## src/rtl/unsigned_div_pkg.sv

```systemverilog
`default_nettype none
// ============================================================================
// Module      : unsigned_div_pkg
// Description : Shared widths, state encoding, error response constants and
//               the overflow predicate for the sequential 16/8 unsigned
//               restoring divider.
// Contents    : DIVIDEND_W, DIVISOR_W, STEPS, CNT_W, CNT_INIT,
//               ERR_QUOTIENT, ERR_REMAINDER, state_e, div_overflow()
// Revision    : 1.0 - initial release
// ============================================================================
package unsigned_div_pkg;

  localparam int DIVIDEND_W = 16;
  localparam int DIVISOR_W  = 8;
  localparam int STEPS      = 8;
  localparam int CNT_W      = $clog2(STEPS);

  // Counter counts down to zero, so a full run of STEPS starts at STEPS-1.
  localparam logic [CNT_W-1:0] CNT_INIT = CNT_W'(STEPS - 1);

  localparam logic [DIVISOR_W-1:0] ERR_QUOTIENT  = 8'hFF;
  localparam logic [DIVISOR_W-1:0] ERR_REMAINDER = 8'hFF;

  typedef enum logic [1:0] {
    IDLE = 2'd0,
    CALC = 2'd1,
    DONE = 2'd2
  } state_e;

  // The quotient fits in DIVISOR_W bits only when the upper half of the
  // dividend is strictly below the divisor; a zero divisor is caught by the
  // same comparison but is listed explicitly for readability.
  function automatic logic div_overflow(
    input logic [DIVIDEND_W-1:0] dvd,
    input logic [DIVISOR_W-1:0]  dvs
  );
    return (dvs == '0) || (dvd[DIVIDEND_W-1:DIVISOR_W] >= dvs);
  endfunction

endpackage : unsigned_div_pkg
`default_nettype wire

```

## src/rtl/unsigned_div_step.sv

```systemverilog
`default_nettype none
// ============================================================================
// Module      : unsigned_div_step
// Description : One combinational restoring-division step. Shifts the next
//               dividend bit into the partial remainder, compares against
//               the divisor with a 9-bit comparison and subtracts when the
//               shifted value is large enough.
// Ports       : rem_i     [7:0] partial remainder (always < divisor_i)
//               dbit_i          next dividend bit, MSB first
//               divisor_i [7:0] divisor
//               rem_o     [7:0] new partial remainder
//               qbit_o          resulting quotient bit
// Revision    : 1.0 - initial release
// ============================================================================
module unsigned_div_step
  import unsigned_div_pkg::*;
(
  input  logic [DIVISOR_W-1:0] rem_i,
  input  logic                 dbit_i,
  input  logic [DIVISOR_W-1:0] divisor_i,
  output logic [DIVISOR_W-1:0] rem_o,
  output logic                 qbit_o
);

  logic [DIVISOR_W:0]   trial;
  logic [DIVISOR_W-1:0] diff;

  // The shifted value needs the extra bit: with a divisor above 8'h80 the
  // incoming remainder can exceed 8'h7F, so trial[8] may be set.
  assign trial  = {rem_i, dbit_i};
  assign qbit_o = (trial >= {1'b0, divisor_i});

  // When the subtraction is taken the true result is below the divisor and
  // therefore fits in 8 bits, so a modulo-256 subtract on the low bits is
  // exact and the carry out of bit 8 never matters.
  assign diff  = trial[DIVISOR_W-1:0] - divisor_i;
  assign rem_o = qbit_o ? diff : trial[DIVISOR_W-1:0];

endmodule : unsigned_div_step
`default_nettype wire

```

## src/rtl/unsigned_divider_16by8_seq.sv

```systemverilog
`default_nettype none
// ============================================================================
// Module      : unsigned_divider_16by8_seq
// Description : Sequential unsigned 16/8 restoring divider, one quotient bit
//               per cycle, valid/ready handshakes on both sides. Divide by
//               zero and quotient overflow are flagged at accept and answered
//               immediately with err=1 and all-ones quotient/remainder.
// Ports       : clk, rst         clock, synchronous active-high reset
//               in_valid/in_ready  operand handshake
//               dividend  [15:0]   unsigned dividend
//               divisor   [7:0]    unsigned divisor
//               out_valid/out_ready result handshake
//               quotient  [7:0]    unsigned quotient
//               remainder [7:0]    unsigned remainder
//               err                divide by zero or quotient overflow
// Revision    : 1.0 - initial release
// ============================================================================
module unsigned_divider_16by8_seq
  import unsigned_div_pkg::*;
(
  input  logic                  clk,
  input  logic                  rst,
  input  logic                  in_valid,
  output logic                  in_ready,
  input  logic [DIVIDEND_W-1:0] dividend,
  input  logic [DIVISOR_W-1:0]  divisor,
  output logic                  out_valid,
  input  logic                  out_ready,
  output logic [DIVISOR_W-1:0]  quotient,
  output logic [DIVISOR_W-1:0]  remainder,
  output logic                  err
);

  state_e               state_q, state_d;
  logic [DIVISOR_W-1:0] rem_q, rem_d;
  // Holds the unconsumed low dividend bits at the top and collects quotient
  // bits at the bottom; after the last step it is the full quotient.
  logic [DIVISOR_W-1:0] quo_q, quo_d;
  logic [DIVISOR_W-1:0] dvs_q, dvs_d;
  logic [CNT_W-1:0]     cnt_q, cnt_d;
  logic                 err_q, err_d;
  logic                 out_valid_q, out_valid_d;

  logic [DIVISOR_W-1:0] step_rem;
  logic                 step_qbit;
  logic                 overflow;

  unsigned_div_step u_step (
    .rem_i     (rem_q),
    .dbit_i    (quo_q[DIVISOR_W-1]),
    .divisor_i (dvs_q),
    .rem_o     (step_rem),
    .qbit_o    (step_qbit)
  );

  assign overflow = div_overflow(dividend, divisor);

  always_comb begin
    state_d     = state_q;
    rem_d       = rem_q;
    quo_d       = quo_q;
    dvs_d       = dvs_q;
    cnt_d       = cnt_q;
    err_d       = err_q;
    out_valid_d = out_valid_q;

    case (state_q)
      IDLE: begin
        if (in_valid) begin
          if (overflow) begin
            rem_d       = ERR_REMAINDER;
            quo_d       = ERR_QUOTIENT;
            err_d       = 1'b1;
            out_valid_d = 1'b1;
            state_d     = DONE;
          end else begin
            rem_d   = dividend[DIVIDEND_W-1:DIVISOR_W];
            quo_d   = dividend[DIVISOR_W-1:0];
            dvs_d   = divisor;
            cnt_d   = CNT_INIT;
            err_d   = 1'b0;
            state_d = CALC;
          end
        end
      end

      CALC: begin
        rem_d = step_rem;
        quo_d = {quo_q[DIVISOR_W-2:0], step_qbit};
        if (cnt_q == '0) begin
          out_valid_d = 1'b1;
          state_d     = DONE;
        end else begin
          cnt_d = cnt_q - 1'b1;
        end
      end

      DONE: begin
        if (out_ready) begin
          out_valid_d = 1'b0;
          state_d     = IDLE;
        end
      end

      default: begin
        out_valid_d = 1'b0;
        state_d     = IDLE;
      end
    endcase
  end

  always_ff @(posedge clk) begin
    if (rst) begin
      state_q     <= IDLE;
      rem_q       <= '0;
      quo_q       <= '0;
      dvs_q       <= '0;
      cnt_q       <= '0;
      err_q       <= 1'b0;
      out_valid_q <= 1'b0;
    end else begin
      state_q     <= state_d;
      rem_q       <= rem_d;
      quo_q       <= quo_d;
      dvs_q       <= dvs_d;
      cnt_q       <= cnt_d;
      err_q       <= err_d;
      out_valid_q <= out_valid_d;
    end
  end

  // out_valid comes straight from a flop so it cannot glitch; quotient and
  // remainder are only written in IDLE and CALC, so they hold in DONE.
  assign in_ready  = (state_q == IDLE);
  assign out_valid = out_valid_q;
  assign quotient  = quo_q;
  assign remainder = rem_q;
  assign err       = err_q;

endmodule : unsigned_divider_16by8_seq
`default_nettype wire

```

## config.mk

```make
export PLATFORM = sky130hd
export DESIGN_NAME = unsigned_divider_16by8_seq
export DESIGN_NICKNAME = d
export VERILOG_FILES = /design/src/rtl/unsigned_div_pkg.sv /design/src/rtl/unsigned_div_step.sv /design/src/rtl/unsigned_divider_16by8_seq.sv
export SDC_FILE = /design/constraint.sdc
export NUM_CORES = 1
export LEC_CHECK = 0
export BUFFER_PORTS_ARGS = -buffer_cell sky130_fd_sc_hd__buf_4
export CORE_MARGIN = 4
export CORE_UTILIZATION = 59
export CTS_CLUSTER_SIZE = 10
export DETAILED_ROUTE_END_ITERATION = 6
export PLACE_DENSITY = 0.95
export SETUP_SLACK_MARGIN = 0.4
export SYNTH_ARGS = -nofsm -noshare
export SYNTH_HDL_FRONTEND = slang
export SYNTH_SLANG_ARGS = --single-unit
```

## constraint.sdc

```tcl
create_clock -name clk -period 4.7 [get_ports clk]
set_input_delay 0.235 -clock clk [delete_from_list [all_inputs] [get_ports clk]]
set_output_delay 0.235 -clock clk [all_outputs]
set_load 0.005 [all_outputs]
```

==> impl_metrics.csv <==
group,metric,value,unit
run_status,outcome,"finished clean",
pwr,clkPwrFrac,22.3,%
timing,rsz0062_at_grt,"no",
clocking,clockBufferDepth,2,
detailed_routing,via_count,2201,
synth,synthCells,258,
critical_path,startpoint_type,"flop",
critical_path,reg2regPathDepth,7,
clocking,htree_levels,2,
worst_hold_path,min-delay-start,"divisor[0]",
critical_path,worstReg2RegEnd,"remainder[0]$_SDFFE_PP0P_",
final_layout,regArea,621,um2
floorplan,io_pins,47,
synth,ys_async_sr_fraction,0,%
floorplan,core,0.00344,mm2
floorplan,die_x,68.4,um
pwr,totalPowerFinal,1240,uW
timing,slew_viol_final,0,
timing,hold_violations,0,
timing,skew,0.00317,ns
critical_path,worstPathArrival,2.45,ns
detailed_routing,post_drt_wl_per_cell,17.0,um
worst_hold_path,whs_endpoint,"dvs_q[0]$_SDFFE_PP0P_",
synth,synthFlopType,"dfxtp_1",
pwr,combPwrFrac,48.0,%
critical_path,critPathKind,"flop to flop",
critical_path,crit_required,4.86,ns
timing,max_freq,436,MHz
synth,synth.distinct_cells,55,
detailed_routing,drtIter0Drc,292,
timing,setup_tns,0,ns
synth,syn-num-nets,305,
detailed_routing,routed_wl,5880,um
clocking,cts-hold-fix-buffers,0,
global_routing,grt_max_degree,30,
timing,fin_crit,2.29,ns
timing,fin_crit_sh,48.8,%
clocking,cts.sinks,31,
critical_path,critical_path.max_fanout,9,
final_layout,multi_input_area,0.00137,mm2
synth,yosysTopAreaCellShare,28.8,%
pwr,power.share.sequential,29.7,%
floorplan,initial_core_util,62.6,%
clocking,insertion_delay,0.29,ns
clocking,cts_root_buffer,"clkbuf_8",
synth,yosys_register_bits,31,
global_routing,grt_pass1_vias,2048,
timing,max_slew_margin,52.8,%
critical_path,r2r-start,"dvs_q[6]$_SDFFE_PP0P_",
clocking,cts_buffers,5,
pwr,p_switching,493,uW
synth,synth_edf_count,0,
synth,synth-seq-area-share,28.8,%
job,drv_cap,0,
critical_path,rrSetupSlack,2.41,ns
detailed_routing,final_antenna_net_count,0,
detailed_routing,post-route-drc-count,0,
timing,setup_viol,0,
synth,yosysWarnings,0,
floorplan,die_area,0.00468,mm2
floorplan,core.rowCount,21,
synth,synthTopCellsByArea,"dfxtp_1 (29%), ha_1 (10%), nor2_1 (4.5%), o21ai_0 (4.4%), a21oi_1 (4.2%)",
pwr,p_sw_share,39.8,%
final_layout,drive_above_1_share,21.7,%
clocking,tritoncts,"done",
global_routing,grt_pass1_wl,9320,um
global_routing,antenna_found_initial,0,
pwr,peakVddDrop,0.000217,V
timing,setup_slack,2.41,ns
placement,dp_slack,2.51,ns
pwr,p_int,747,uW
placement,io_buffers,46,
final_layout,layout.nets,346,
pwr,leakagePower,0.00110,uW
final_layout,fill_cells,272,
detailed_routing,via_per_inst,6.36,
timing,tightest_slew,0.708,ns
global_routing,grt_usage,26.4,%
worst_hold_path,holdPathStages,3,
detailed_routing,drt-pass1-iter-count,5,
global_routing,grt_overflow,0,
placement,globalplace.congestion,0.862,
final_layout,area_growth,21.0,%
placement,dp_hpwl,4360,um
clocking,clkTransAtPathRegs,0.07,ns
final_layout,antennaDiodeCount,0,
clocking,ctsResizeCount,0,
synth,synth_top_area_cell,"dfxtp_1",
worst_hold_path,hold_class,"input pin to flop",
synth,syn-cell-area,0.00216,mm2
pwr,p_per_area,476,mW/mm2
clocking,post_cts_buffers,0,
critical_path,end_kind,"flop",
synth,avgSynthCellArea,8.36,um2
floorplan,fp.dieH,68.4,um
## cells in the mapped netlist, types with 4 or more instances
cell type / number
a211oi_1: 5
a21oi_1: 18
a22oi_1: 7
a41oi_1: 5
clkbuf_1: 6
dfxtp_1: 31
ha_1: 18
inv_1: 23
mux2i_1: 8
nand2_1: 5
nand3_1: 5
nor2_1: 26
nor2b_1: 7
nor3_1: 6
o211ai_1: 9
o21a_1: 4
o21ai_0: 19
o31a_1: 4
## final cells by class
type	count	share of cell area, %
clock buffer	6	3.17
multi-input combinational	190	52.4
inverter	23	3.31
sequential	31	23.8
tap	46	2.21
clock inverter	2	1.34
timing repair buffer	48	13.8
## registers in the layout, indices dropped and copies added, names as in the netlist
register   cells
dvs_q          8
cnt_q          3
remainder      8
state_q        2
err            1
out_valid      1
quotient       8
## worst max-delay path by stage
| stage | slack [ns] | depth (start not counted) | startpoint | end |
|---|---|---|---|---|
| after global placement | 2.55 | 7 | dvs_q[6]$_SDFFE_PP0P_ | remainder[0]$_SDFFE_PP0P_ |
| after CTS | 2.47 | 7 | dvs_q[6]$_SDFFE_PP0P_ | remainder[0]$_SDFFE_PP0P_ |
| after global routing | 2.30 | 7 | dvs_q[6]$_SDFFE_PP0P_ | remainder[0]$_SDFFE_PP0P_ |
| after floorplan | 2.84 | 7 | remainder[5]$_SDFFE_PP0P_ | remainder[0]$_SDFFE_PP0P_ |
| final | 2.41 | 7 | dvs_q[6]$_SDFFE_PP0P_ | remainder[0]$_SDFFE_PP0P_ |
| after detailed placement | 2.51 | 7 | dvs_q[6]$_SDFFE_PP0P_ | remainder[0]$_SDFFE_PP0P_ |
## per-layer routing
| metal | vias to the layer above | share of wire, % | global-route usage [%] |
|---|---|---|---|
| met1 | 1017 | 42 | 33.8 |
| met3 | 19 | 7.9 | 6.08 |
| met4 | 0 | 2.2 | 11.7 |
| met2 | 119 | 48 | 41.7 |
| met5 | - | 0 | 0 |
| li1 | 1046 | - | - |
## critical path, stage by stage (launching register included)
cell and delay [ns]:
dfxtp_1 0.36, inv_1 0.06, ha_1 0.38, a21o_1 0.23, a211oi_2 0.50, nand2_1 0.23
o31ai_1 0.31, a221oi_1 0.09
## logic make-up (layout without fill, tap and decap cells)
family | Yosys count | after routing | share of synthesized area [%]
compound gates | 100 | 100 | 33.7
simple gates | 62 | 62 | 14.2
buf+inv | 37 | 79 | 7.89
flops | 31 | 31 | 28.8
fa+ha+maj | 19 | 19 | 11.4
mux | 8 | 8 | 3.71
xor+xnor | 1 | 1 | 0.406
## metrics by stage
step	utilization, %	cell area, um2	hold WS (ns)	instances
floorplan	-	2160	0.379	258
global placement	72.3	2490	0.461	338
detailed placement	72.3	2490	0.477	338
CTS	75.8	2610	0.208	346
global route	75.8	2610	0.227	346
finish	75.8	2610	0.210	346
## power by group through the flow
stage	Sequential, uW	Clock, uW	Combinational, uW
floorplan	355	0	433
global placement	368	0	563
detailed placement	371	0	582
CTS	366	276	589
global route	373	290	660
finish	368	276	596
## placed cells by master (no fill, tap or decap), types with 2 or more instances in the layout
cell type	n
o31ai_1	3
clkbuf_8	6
a41oi_1	5
o211ai_1	9
and2_1	2
o21ai_0	19
o31a_1	4
nor4_1	3
a311oi_1	3
nand2_1	5
a21o_1	2
a211oi_1	5
ha_1	18
a2111oi_0	2
nor2b_1	7
o21a_1	4
mux2i_1	8
dfxtp_1	31
a221oi_1	3
nor2_1	26
inv_1	23
buf_4	48
a22oi_1	7
nand3_1	5
nor3_1	6
nand2b_1	2
a21oi_1	18
No activity file was read; power rests on OpenSTA's default activity.
